$ cat src/rtl/route_unscramble_rx.sv
// route_unscramble_rx
//
// Receive side of the 4-bit select router. Routed words (v, y, t, w) arrive
// under a valid/ready handshake; the tag w selects how the operands were
// permuted, and this block undoes that permutation to recover a, b, c and
// the select code s. Recovered words are buffered in a 2-entry FIFO whose
// head drives the outputs. Words with an undecodable tag are dropped,
// flagged with a one-cycle err pulse and counted in a saturating counter.
//
// Ports:
//   clk, rst            rising-edge clock, asynchronous active-high reset
//   in_valid, in_ready  input handshake for v/y/t/w
//   v, y, t             routed data buses (WIDTH bits each)
//   w                   routed tag, equal to the original select code
//   out_valid, out_ready output handshake for a/b/c/s
//   a, b, c, s          recovered operands and select code (FIFO head)
//   err                 one-cycle pulse after an undecodable word is dropped
//   err_count           saturating 8-bit count of dropped words
//   err_clr             synchronous clear of err_count (wins over a drop)

module route_unscramble_rx #(
  parameter int WIDTH = 4
) (
  input  logic             clk,
  input  logic             rst,
  input  logic             in_valid,
  output logic             in_ready,
  input  logic [WIDTH-1:0] v,
  input  logic [WIDTH-1:0] y,
  input  logic [WIDTH-1:0] t,
  input  logic [WIDTH-1:0] w,
  output logic             out_valid,
  input  logic             out_ready,
  output logic [WIDTH-1:0] a,
  output logic [WIDTH-1:0] b,
  output logic [WIDTH-1:0] c,
  output logic [WIDTH-1:0] s,
  output logic             err,
  output logic [7:0]       err_count,
  input  logic             err_clr
);

  typedef enum logic [1:0] {
    EMPTY = 2'd0,
    ONE   = 2'd1,
    TWO   = 2'd2
  } occ_state_t;

  occ_state_t state, state_next;

  logic             wr_ptr, rd_ptr;
  logic [WIDTH-1:0] mem_a [2];
  logic [WIDTH-1:0] mem_b [2];
  logic [WIDTH-1:0] mem_c [2];
  logic [WIDTH-1:0] mem_s [2];

  logic             accept, bad_tag, push, pop, drop;
  logic [WIDTH-1:0] dec_a, dec_b, dec_c, dec_s;

  // Both flow-control outputs come straight from the state register, so
  // in_ready never depends combinationally on out_ready.
  assign in_ready  = (state != TWO);
  assign out_valid = (state != EMPTY);

  assign accept = in_valid && in_ready;
  assign bad_tag = (w > WIDTH'(5));
  assign push   = accept && !bad_tag;
  assign drop   = accept && bad_tag;
  assign pop    = out_valid && out_ready;

  // Undo the routing permutation. Tag 0 was a straight pass; tags 1..5
  // swapped the first and third operands. The decode for bad tags is
  // irrelevant because those words are never written.
  always_comb begin
    dec_a = v;
    dec_b = y;
    dec_c = t;
    dec_s = '0;
    if (w != '0) begin
      dec_a = t;
      dec_b = y;
      dec_c = v;
      dec_s = w;
    end
  end

  // Occupancy register.
  always_ff @(posedge clk or posedge rst) begin
    if (rst) begin
      state <= EMPTY;
    end else begin
      state <= state_next;
    end
  end

  // Occupancy next-state. A push in TWO or a pop in EMPTY cannot happen
  // because in_ready and out_valid are derived from the state.
  always_comb begin
    state_next = state;
    case (state)
      EMPTY: if (push) state_next = ONE;
      ONE: begin
        if (push && !pop)      state_next = TWO;
        else if (pop && !push) state_next = EMPTY;
      end
      TWO:   if (pop) state_next = ONE;
      default: state_next = EMPTY;
    endcase
  end

  // FIFO storage and 1-bit wrapping pointers. Contents are cleared on reset
  // so the outputs read 0 straight out of reset.
  always_ff @(posedge clk or posedge rst) begin
    if (rst) begin
      wr_ptr   <= 1'b0;
      rd_ptr   <= 1'b0;
      mem_a[0] <= '0;
      mem_a[1] <= '0;
      mem_b[0] <= '0;
      mem_b[1] <= '0;
      mem_c[0] <= '0;
      mem_c[1] <= '0;
      mem_s[0] <= '0;
      mem_s[1] <= '0;
    end else begin
      if (push) begin
        mem_a[wr_ptr] <= dec_a;
        mem_b[wr_ptr] <= dec_b;
        mem_c[wr_ptr] <= dec_c;
        mem_s[wr_ptr] <= dec_s;
        wr_ptr        <= wr_ptr + 1'b1;
      end
      if (pop) begin
        rd_ptr <= rd_ptr + 1'b1;
      end
    end
  end

  // The head entry is a registered location, so outputs stay stable while
  // the consumer stalls.
  assign a = mem_a[rd_ptr];
  assign b = mem_b[rd_ptr];
  assign c = mem_c[rd_ptr];
  assign s = mem_s[rd_ptr];

  // Drop reporting. The clear has priority over a same-cycle increment,
  // but the err pulse still reports the drop.
  always_ff @(posedge clk or posedge rst) begin
    if (rst) begin
      err       <= 1'b0;
      err_count <= 8'd0;
    end else begin
      err <= drop;
      if (err_clr) begin
        err_count <= 8'd0;
      end else if (drop && (err_count != 8'hFF)) begin
        err_count <= err_count + 8'd1;
      end
    end
  end

endmodule
$ cat config.mk
export PLATFORM = sky130hd
export DESIGN_NAME = route_unscramble_rx
export DESIGN_NICKNAME = d
export VERILOG_FILES = /design/src/rtl/route_unscramble_rx.sv
export SDC_FILE = /design/constraint.sdc
export NUM_CORES = 1
export LEC_CHECK = 0
export BUFFER_PORTS_ARGS = -buffer_cell sky130_fd_sc_hd__clkbuf_2
export CORE_MARGIN = 10
export CORE_UTILIZATION = 48
export DETAILED_ROUTE_END_ITERATION = 8
export PLACE_DENSITY = 0.72
export SLEW_MARGIN = 15
export SYNTH_ARGS = -nofsm -noshare
export SYNTH_HDL_FRONTEND = slang
export SYNTH_SLANG_ARGS = --single-unit
$ cat constraint.sdc
create_clock -name clk -period 1.6 [get_ports clk]
set_clock_uncertainty 0.15 [all_clocks]
set_input_delay 0.32 -clock clk [delete_from_list [all_inputs] [get_ports clk]]
set_output_delay 0.32 -clock clk [all_outputs]
set_load 0.02 [all_outputs]
==> qor.txt <==
status = finished with violations
failing checks = negative setup slack
Setup crit end kind = primary output
RePlAce Congestion = 0.809
post-synthesis simple-gate area fraction = 14.2%
Area growth, synth to finish = 52.6%
Compound-Gate Fraction of Synth Area = 8.23%
initial DRC count = 92
max_slew headroom = 74.4%
crit path max fanout = 5
Post-Syn Area = 2130 um^2
Post-Route WL = 5560 um
Hold Violations, Final = 0
mean number of vias per cell = 5.42
Slew Viols, Final = 0
mux contribution to synthesized area = 21.2%
Cell Pwr Density = 1470 nW/um^2
Synth Net Count = 205
CP arrival = 1380 ps
final setup margin = -251 ps
Die Wd = 86.6 um
Num CTS Buffers = 5
startpoint type of the worst setup path = flop
Final Critical Period = 1850 ps
Peak supply drop = 0.00120 V
final std cells w/o fill = 316
clock latency on the worst-skew pair = 300 ps
Yosys cell types = 34
commonest cells after routing, fill and taps aside = 40 x dfrtp_1, 29 x clkbuf_2, 22 x nand2_1, 22 x buf_6, 19 x mux2_4
fmax = 540 MHz
GRT overflow = 0
Avg WL per Cell = 17.6 um
Hold WC Path Type = in -> reg
Synth Area per Inst = 11.6 um^2
placed cells = 296
CTS sink count = 45
largest net degree at the start of global routing = 46
nets = 285
vias in the first global route = 1,698
Final setup viols = 17
via count = 1,712
CTS tree = yes
Die H = 86.6 um
maxcap violations = 0
Tot GR Track Use = 13.2%
Initial Util = 49.2%
H-tree depth = 2
# diodes = 0
initial antenna violation count = 0
Yosys warnings = 0
Hold Slack = 88.1 ps
hpwl dp = 3410 um
# rows = 24
worst slew pin tran = 384 ps
Pre-Repair DR Iteration Count = 4
Routed Antenna Nets = 0
Remaining DRCs = 0
Leakage = 1.50 nW
I/O pin cnt = 48
commonest non-fill, non-tap cell in the layout = dfrtp_1
Top FF cell, synth = dfrtp_1
core box area = 4320 um^2
Post-Synth Adder-Cell Area = 0.588%
Die ar. = 7500 um^2
first-pass GRT wire length = 8000 um
ys async rst share = 100%
Synth Area in XOR/XNOR = 0.412%
main combinational cell family by area after synthesis = multiplexers
Mapped Cells = 183
critical path required time = 1130 ps
Yosys reg bits = 45
layout cells sized above 1 = 55.3%
period utilization = 116%
Setup CP Type = reg -> out
Port Buffers = 47
clk buf depth = 2
clock-pin slew on the worst setup and hold paths = 80 ps
EDFF count, synth = 0
RSZ-0062 raised after global routing = true
sequential element share of the synthesized area = 52.9%
clk root buf = clkbuf_8
registers in the layout, summed over array words and instances (netlist names):
signal / count
err_count: 8
mem_a: 8
mem_b: 8
mem_c: 8
mem_s: 8
state: 2
err: 1
rd_ptr: 1
wr_ptr: 1
repair_timing:
item	4_1_cts	5_1_grt
pin swaps	3	10
buffers inserted	5	3
hold endpoints to repair	45	0
resized for setup	27	82
gates cloned	0	3
setup endpoints to repair	23	33
hold buffers	1	0
routing by layer:
layer / track usage (%) / part of all wire [%] / vias to the layer above / routed length, um
li1: - / - / 810 / -
met5: 0 / 0 / - / 0
met3: 5.82 / 6.4 / 11 / 357
met1: 16.0 / 41 / 846 / 2270
met2: 20.6 / 51 / 45 / 2810
met4: 3.98 / 2.1 / 0 / 118
per-stage QoR:
step | setup TNS (ps) | worst slack (ps) | total power, mW | cell area (um^2) | util (%)
after floorplan | -107 | -48.2 | 2.74 | 2160 | -
after detailed placement | -1180 | -99.0 | 3.31 | 2650 | 61.3
after CTS | -3950 | -257 | 4.19 | 2900 | 67.0
final | -3730 | -251 | 4.78 | 3250 | 75.1
after global placement | -940 | -83.0 | 3.27 | 2650 | 61.3
after global routing | -4560 | -289 | 5.06 | 3250 | 75.1
synthesized netlist by cell type (3+ instances only):
cell,number,share of area [%]
a21oi_1,7,1.6
mux2i_1,9,4.2
clkbuf_1,3,0.53
nand3_1,3,0.71
o31ai_1,3,1.1
mux2_2,32,17
nor2b_1,3,0.88
o21ai_1,16,3.8
or3_1,4,1.2
nor2_1,3,0.53
nand2_1,22,3.9
o21ai_0,3,0.71
buf_2,4,0.94
inv_1,3,0.53
dfrtp_1,45,53
final cells by class:
class	instances	area (um^2)
Clock buffer	8	80.1
Fill cell	272	1080
Inverter	3	11.3
Multi-Input combinational cell	126	1150
Sequential cell	45	1130
Tap cell	52	65.1
Timing Repair Buffer	82	806
logic make-up after synthesis:
logic type | Yosys count
flip-flops | 45
adder cells (fa/ha/maj) | 1
buffers and inverters | 12
AND/OR/NAND/NOR | 51
AO/OA/AOI/OAI | 32
multiplexers | 41
XOR/XNOR | 1
critical path: stages, from the launching register on:
cell and delay [ps]:
dfrtp_2 460, clkbuf_16 180, mux2_4 310, buf_6 140
path summary, 6_finish.rpt:
path,endpoint,cells past startpoint,startpoint,slack [ps]
setup / recovery,a[1],3,rd_ptr$_DFFE_PP0P_,-250
hold / removal,state[1]$_DFFE_PP0P_,2,out_ready,90
setup reg to reg,err_count[6]$_DFFE_PP0P_,4,state[1]$_DFFE_PP0P_,20
hold reg to reg,mem_c[2]$_DFFE_PP0P_,2,mem_c[2]$_DFFE_PP0P_,340
max in group asynchronous,err_count[3]$_DFFE_PP0P_,4,rst,630
min in group asynchronous,err_count[6]$_DFFE_PP0P_,4,rst,440
power breakdown:
group	internal [mW]	switching [mW]
clock	0.311	0.368
combinational	1.41	0.999
sequential	1.48	0.214
total	3.20	1.58
(Power assumes the default switching activity.)
